File: config.mk
export PLATFORM = sky130hd
export DESIGN_NAME = link_credit_tx
export DESIGN_NICKNAME = d
export VERILOG_FILES = /design/src/rtl/link_credit_tx.sv
export SDC_FILE = /design/constraint.sdc
export NUM_CORES = 1
export LEC_CHECK = 0
export CAP_MARGIN = 20
export CORE_MARGIN = 4
export CORE_UTILIZATION = 30
export DETAILED_ROUTE_END_ITERATION = 6
export GPL_TIMING_DRIVEN = 0
export PLACE_DENSITY_LB_ADDON = 0.05
export RECOVER_POWER = 50
export REMOVE_ABC_BUFFERS = 1
export SLEW_MARGIN = 10
export SYNTH_ARGS = -nofsm -noshare
export SYNTH_HDL_FRONTEND = slang
export SYNTH_SLANG_ARGS = --single-unit
File: constraint.sdc
create_clock -name clk -period 7.2 [get_ports clk]
set_input_delay 2.16 -clock clk [delete_from_list [all_inputs] [get_ports clk]]
set_output_delay 2.16 -clock clk [all_outputs]
set_load 0.01 [all_outputs]
File: src/rtl/link_credit_tx.sv
// Credit-gated transmit framer feeding the MGT link: valid, credit-return, payload.
// Define LINK_CREDIT_PIGGYBACK_EN to allow credit returns on data-carrying words.
module link_credit_tx #(
  parameter int WIDTH       = 64,
  parameter int CREDITS     = 16,
  parameter int INIT_CYCLES = 100
) (
  input  logic                           clk,
  input  logic                           rst,
  input  logic                           in_valid,
  input  logic [WIDTH-3:0]               in_data,
  output logic                           in_ready,
  input  logic                           credit_in,
  input  logic                           credit_rel,
  output logic [WIDTH-1:0]               tx_par_data,
  output logic [$clog2(CREDITS+1)-1:0]   credit_cnt,
  output logic                           credit_err
);

  localparam int CW = $clog2(CREDITS+1);
  localparam int IW = $clog2(INIT_CYCLES+1);
  localparam logic [CW-1:0] CMAX  = CW'(CREDITS);
  localparam logic [IW-1:0] ILAST = IW'(INIT_CYCLES-1);

  localparam logic [0:0] S_INIT = 1'b0;
  localparam logic [0:0] S_RUN  = 1'b1;

  logic [0:0]       state_q, state_d;
  logic [IW-1:0]    init_q, init_d;
  logic [CW-1:0]    cnt_q, cnt_d;
  logic [CW-1:0]    pend_q, pend_d;
  logic             err_q, err_d;
  logic [WIDTH-1:0] tx_q, tx_d;
  logic [WIDTH-3:0] pay;
  logic             run;
  logic             accept;
  logic             ret_ok;
  logic             send_ret;

  always_comb begin
    run      = (state_q == S_RUN);
    in_ready = run && (cnt_q != '0);
    accept   = in_valid && in_ready;
`ifdef LINK_CREDIT_PIGGYBACK_EN
    ret_ok   = 1'b1;
`else
    // Returns ride only on idle words; data words never carry them.
    ret_ok   = !accept;
`endif
    send_ret = run && (pend_q != '0) && ret_ok;
    pay      = accept ? in_data : '0;
  end

  always_comb begin
    state_d = state_q;
    init_d  = init_q;
    cnt_d   = cnt_q;
    pend_d  = pend_q;
    err_d   = err_q;
    tx_d    = '0;
    case (state_q)
      S_INIT: begin
        if (init_q == ILAST) state_d = S_RUN;
        else                 init_d  = init_q + 1'b1;
      end
      S_RUN: begin
        tx_d = {accept, send_ret, pay};
        if (accept && !credit_in) begin
          cnt_d = cnt_q - 1'b1;
        end else if (!accept && credit_in) begin
          if (cnt_q == CMAX) err_d = 1'b1;
          else               cnt_d = cnt_q + 1'b1;
        end
        if (send_ret && !credit_rel) begin
          pend_d = pend_q - 1'b1;
        end else if (!send_ret && credit_rel) begin
          if (pend_q == CMAX) err_d  = 1'b1;
          else                pend_d = pend_q + 1'b1;
        end
      end
      default: state_d = S_INIT;
    endcase
  end

  always_ff @(posedge clk) begin
    if (rst) begin
      state_q <= S_INIT;
      init_q  <= '0;
      cnt_q   <= CMAX;
      pend_q  <= '0;
      err_q   <= 1'b0;
      tx_q    <= '0;
    end else begin
      state_q <= state_d;
      init_q  <= init_d;
      cnt_q   <= cnt_d;
      pend_q  <= pend_d;
      err_q   <= err_d;
      tx_q    <= tx_d;
    end
  end

  assign tx_par_data = tx_q;
  assign credit_cnt  = cnt_q;
  assign credit_err  = err_q;

endmodule

==> out/qor.txt, run 1 <==
Detail Route Antenna Nets - 0
Fillcell total - 932
Overall routing resource usage - 12.26%
Fraction of layout cells with a size suffix above 1 - 6.747%
Synthesized cell area - 2977 um2
Internal power - 0.6339 mW
Slew HR - 12.17%
Mean routed wirelength per cell - 12.25 um
Part of the power in the clock network - 37.1%
Logic pwr share - 5.8%
Worst-path cell chain - dlygate4sd3_1 -> clkbuf_1 -> nor2_1 -> buf_12 -> and2_1
Commonest cells post-synth - dfxtp_1 (83), and2_1 (62), nor2_1 (14)
Power Density - 175.5 nW/um2
Status - completed
Drt via density - 4.095
Initial core utilization - 30.59%
Post-synth top area cell - dfxtp_1
Gate Count Post-Synth - 273
Post-synth EDFFs - 0
Worst-path fanout max - 41
PortBufs - 137
# Post-CTS Setup Buffers - 0
Dpl ws - 2438 ps
Clock Latency Late Sink - 350 ps
Die Span Y - 107.6 um
Worst path slowest cell - nor2_1
CTS buffer count - 9
Gr ovfl total - 0
FP Rows - 36
DIE WIDTH - 107.6 um
Minimum clock period - 4527 ps
HPWL Detailed - 4.945 mm
Largest net degree at the start of global routing - 42
H-Tree Depth - 3
Routed WL - 6.715 mm
Sw Share - 22.18%
CTS Root Cell - clkbuf_8
Initial DRT Pass Iterations - 4
Cts hold-fix bufs - 0
Hold Violations, Final - 0
Yosys top cell area share - 55.82%
Ys async rst share - 0%
Reg power frac - 57.1%
DRC violations left - 0
Worst stage delay on the critical path - 1140 ps
Vias in the first global route - 2299
Count leader, synth - dfxtp_1
Setup violators final - 0
Drt initial violations - 49
P_leak - 2.027 nW
Max-Cap Viols - 0
RSZ-0062 raised after global routing - no
Final Max Slew Viols - 0
CP endpoint kind - flip-flop
Post-CTS Resized - 0
Dominant synthesized flop cell - dfxtp_1
Psw - 0.1807 mW
Top cells by area, synth - dfxtp_1 (56%), and2_1 (13%), ha_1 (4.6%)
Hold/Removal Path Class - flip-flop to flip-flop
Peak supply drop - 0.00008006 V
CTS Sinks - 83
Fmax - 220.9 MHz
Nets - 489
Boundary Pins - 138
Actual slew at the worst max-slew pin - 1313 ps
Final worst-path cycle share - 62.88%
CP Launch Type - input pin
CTS max path bufs - 2
Unique masters post-synth - 47
Setup ws final - 2673 ps
ANT cells - 0
Core area - 9729 um2
Buffers plus inverters on the worst setup path - 3
Initial antenna violation count - 0
Sequential-to-total area share from yosys stat - 55.82%
Avg Inst Size Synth - 10.90 um2
Critical path required time - 7490 ps
First-pass GRT wire length - 11.04 mm
Worst Path Arrival - 4820 ps
Yosys warns - 0
CTS tree - done
Area growth, synth to finish - 55.91%
Critical path's top delay family - buffers and inverters
DIE AREA - 11580 um2
Setup TNS - 0 ps
Placer Congestion - 0.6921
Clk slew on worst S/H paths - 80 ps
Yosys reg bits - 83
Worst Skew - 8.978 ps
WS Path Type - input pin to flip-flop
Vias post-DR - 2244
-- cells by family after synthesis --
group           Yosys count  share of synthesized area (%)
xor+xnor                 11                          3.237
flops                    83                          55.82
simple gates            109                          22.36
compound gates           31                          7.777
fa+ha+maj                12                          5.296
mux                       5                          1.849
buf+inv                  22                          3.657
-- through the flow --
step	hold slack [ps]	power [mW]	area, um2	instances	utilization (%)
2_1_floorplan	447.4	0.4833	2902	260	-
3_3_place_gp	436.2	0.5232	4439	530	45.63
3_5_place_dp	442.6	0.5240	4464	531	45.88
4_1_cts	453.1	0.8320	4644	547	47.74
5_1_grt	477.0	0.8557	4641	548	47.70
6_report	443.0	0.8146	4641	548	47.70
-- sequential cells by signal, summed over array words and instances, names as in the netlist --
name,cells
pend_q,5
credit_err,1
init_q,7
tx_par_data,64
run,1
credit_cnt,5
-- cells in the final DEF, fill, tap and decap left out, types with 2 or more instances in the layout --
master / synthesis / final
clkdlybuf4s50_1: 0 / 90
dfxtp_1: 83 / 83
and2_1: 62 / 50
dlygate4sd3_1: 0 / 47
nor2_1: 14 / 15
and2_0: 0 / 12
ha_1: 11 / 11
clkbuf_8: 1 / 10
inv_1: 9 / 9
xor2_1: 9 / 9
a21oi_1: 7 / 7
nand2_1: 6 / 6
o21ai_0: 6 / 6
mux2i_1: 4 / 4
a21o_1: 3 / 3
nand4b_1: 3 / 3
or3_1: 3 / 3
nor3_1: 3 / 3
clkinv_4: 0 / 3
or4_4: 2 / 2
nand2b_1: 2 / 2
nor2b_1: 2 / 2
nand3b_1: 2 / 2
nor3b_1: 2 / 2
nor4b_1: 2 / 2
a211oi_1: 2 / 2
xnor2_1: 2 / 2
clkbuf_1: 9 / 2
-- worst min-delay path, stage by stage, from the launching register on --
cell and delay [ps]:
dfxtp_1 310, inv_1 40, a21oi_1 50
-- metal layers --
metal	vias up	wire, um	share of wire [%]	GRT usage [%]
li1	1167	-	-	-
met1	984	2647	39	13.42
met3	11	1061	16	8.938
met5	-	0	0	0
met2	82	2870	43	17.72
met4	0	135	2.0	5.681
-- path summary, 6_finish.rpt --
| check | from | endpoint | slack [ps] | depth (start not counted) |
|---|---|---|---|---|
| worst min register to register | credit_err | credit_err | 440 | 2 |
| worst min-delay path | credit_err | credit_err | 440 | 2 |
| worst max-delay path | rst | tx_par_data[55] | 2670 | 5 |
| worst max register to register | credit_cnt[0] | pend_q[4] | 4080 | 11 |
-- power groups by stage --
| stage | logic (mW) | registers, mW | clock network, mW |
|---|---|---|---|
| global route | 0.0523 | 0.466 | 0.338 |
| CTS | 0.0485 | 0.465 | 0.319 |
| global placement | 0.0477 | 0.475 | 0 |
| floorplan | 0.00811 | 0.475 | 0 |
| detailed placement | 0.0484 | 0.476 | 0 |
| finish | 0.0475 | 0.465 | 0.302 |
-- area by class of cell --
class | count | area [um2] | area share, %
clock buffers | 11 | 141.4 | 3.047
clock inverters | 5 | 38.79 | 0.8358
inverters | 9 | 33.78 | 0.7280
multi-input cells | 168 | 1204 | 25.94
flip-flops and latches | 83 | 1662 | 35.80
well taps | 133 | 166.4 | 3.586
repair buffers | 139 | 1395 | 30.06
Note: power is estimated with default switching activity, not from simulation.
==> inputs of run 2 (changes only) <==
==> constraint.sdc (replaced) <==
create_clock -name clk -period 3.95 [get_ports clk]
set_input_delay 1.185 -clock clk [delete_from_list [all_inputs] [get_ports clk]]
set_output_delay 1.185 -clock clk [all_outputs]
set_load 0.01 [all_outputs]
==> run 2 against run 1 <==
  * Via count about the same
  * Combinational power increased by 82%
  * Design area about the same
  * Clock skew about the same
  * Sequential power increased by 82%
  * Non-clock buffer count unchanged
==> out/qor.txt, run 2 (synthesis gave the netlist of run 1 again) <==
Fin util - 47.72%
Nets - 489
Setup violators final - 0
DIE AREA - 11580 um2
CP endpoint kind - flip-flop
Final worst-path cycle share - 85.98%
Vias in the first global route - 2299
Power Density - 319.8 nW/um2
Fmax - 294.5 MHz
Initial core utilization - 30.59%
HPWL Detailed - 4.945 mm
Setup ws final - 553.9 ps
Crit path top cell by count - ha_1
Placed cells - 531
Met1 GRT Util - 13.42%
Worst path slowest cell - clkdlybuf4s50_1
First-pass GRT wire length - 11.04 mm
Status - completed
Core area - 9729 um2
Fillcell total - 932
CTS max path bufs - 2
Critical path required time - 4180 ps
Design Area, Final - 4643 um2
Worst stage delay on the critical path - 470 ps
Worst Skew - 8.904 ps
Clk slew on worst S/H paths - 80 ps
Dpl ws - 162.8 ps
H-Tree Depth - 3
Final Max Slew Viols - 0
Total Power - 1.485 mW
Grt peak-use layer - met2
Overall routing resource usage - 12.26%
Actual slew at the worst max-slew pin - 994.5 ps
FP Rows - 36
Largest net degree at the start of global routing - 42
Hold/Removal Path Class - flip-flop to flip-flop
PortBufs - 137
Drt initial violations - 51
DIE WIDTH - 107.6 um
Max-Cap Viols - 0
Fraction of layout cells with a size suffix above 1 - 6.988%
Drt via density - 4.099
Post-CTS Resized - 0
Most frequent cells in the layout - clkdlybuf4s50_1 (90), dfxtp_1 (83), and2_1 (54)
Post-DP Area - 4464 um2
Detail Route Antenna Nets - 0
Commonest non-fill, non-tap cell in the layout - clkdlybuf4s50_1
Slew HR - 33.70%
Vias post-DR - 2246
CP Launch Type - input pin
Peak supply drop - 0.0001459 V
WS Path Type - input pin to flip-flop
CTS Sinks - 83
Clock Latency Late Sink - 350 ps
P_leak - 2.031 nW
Hold Violations, Final - 0
Cts hold-fix bufs - 0
Grt met2 use - 17.72%
Worst-path fanout max - 7
Mean routed wirelength per cell - 12.26 um
ANT cells - 0
Setup TNS - 0 ps
Worst Path Arrival - 3630 ps
# Post-CTS Setup Buffers - 0
Routed WL - 6.716 mm
M3 GR Usage - 8.938%
Minimum clock period - 3396 ps
CTS buffer count - 9
DRC violations left - 0
Initial DRT Pass Iterations - 4
Final Non-Filler Cells - 548
Hold_ws - 443.0 ps
CTS Root Cell - clkbuf_8
Placer Congestion - 0.6921
Initial antenna violation count - 0
Max reg flops - 64
CTS tree - done
Worst-path cell chain - clkdlybuf4s50_1 -> o211ai_2 -> o211ai_1 -> inv_1 -> ha_1 -> xor2_1 -> ha_1 -> o21ai_0 -> a21oi_1 -> a2111oi_2 -> mux2_4
RSZ-0062 raised after global routing - no
Boundary Pins - 138
Gr ovfl total - 0
Die Span Y - 107.6 um
Area growth, synth to finish - 55.99%
-- run 2: power by group --
part           total, mW  internal, mW  switching, mW
sequential         0.847         0.840        0.00684
combinational     0.0866        0.0673         0.0193
clock              0.551         0.248          0.303
total               1.48          1.16          0.329
-- run 2: per-layer routing --
| layer | share of wire, % | wire length (um) |
|---|---|---|
| met5 | 0 | 0 |
| met3 | 16 | 1061 |
| met1 | 39 | 2645 |
| met2 | 43 | 2874 |
| met4 | 2.0 | 135 |
-- run 2: area by class of cell --
cell class,instances,area [um2],share of cell area (%)
Tap cell,133,166.4,3.584
Sequential cell,83,1662,35.79
Multi-Input combinational cell,168,1206,25.98
Clock buffer,11,141.4,3.045
Clock inverter,5,38.79,0.8354
Inverter,9,33.78,0.7276
Timing Repair Buffer,139,1395,30.05
-- run 2: path summary, 6_finish.rpt --
path,slack [ps],from,cells past startpoint,endpoint
max,550,in_valid,11,pend_q[4]
min reg2reg,440,credit_err,2,credit_err
min,440,credit_err,2,credit_err
max reg2reg,810,credit_cnt[0],11,pend_q[4]
-- run 2: worst max-delay path: cells and delay by family --
kind	cells	cell delay, ps
XOR/XNOR	1	180
AO/OA/AOI/OAI	5	860
adder cells (fa/ha/maj)	2	510
buffers and inverters	2	570
multiplexers	1	330
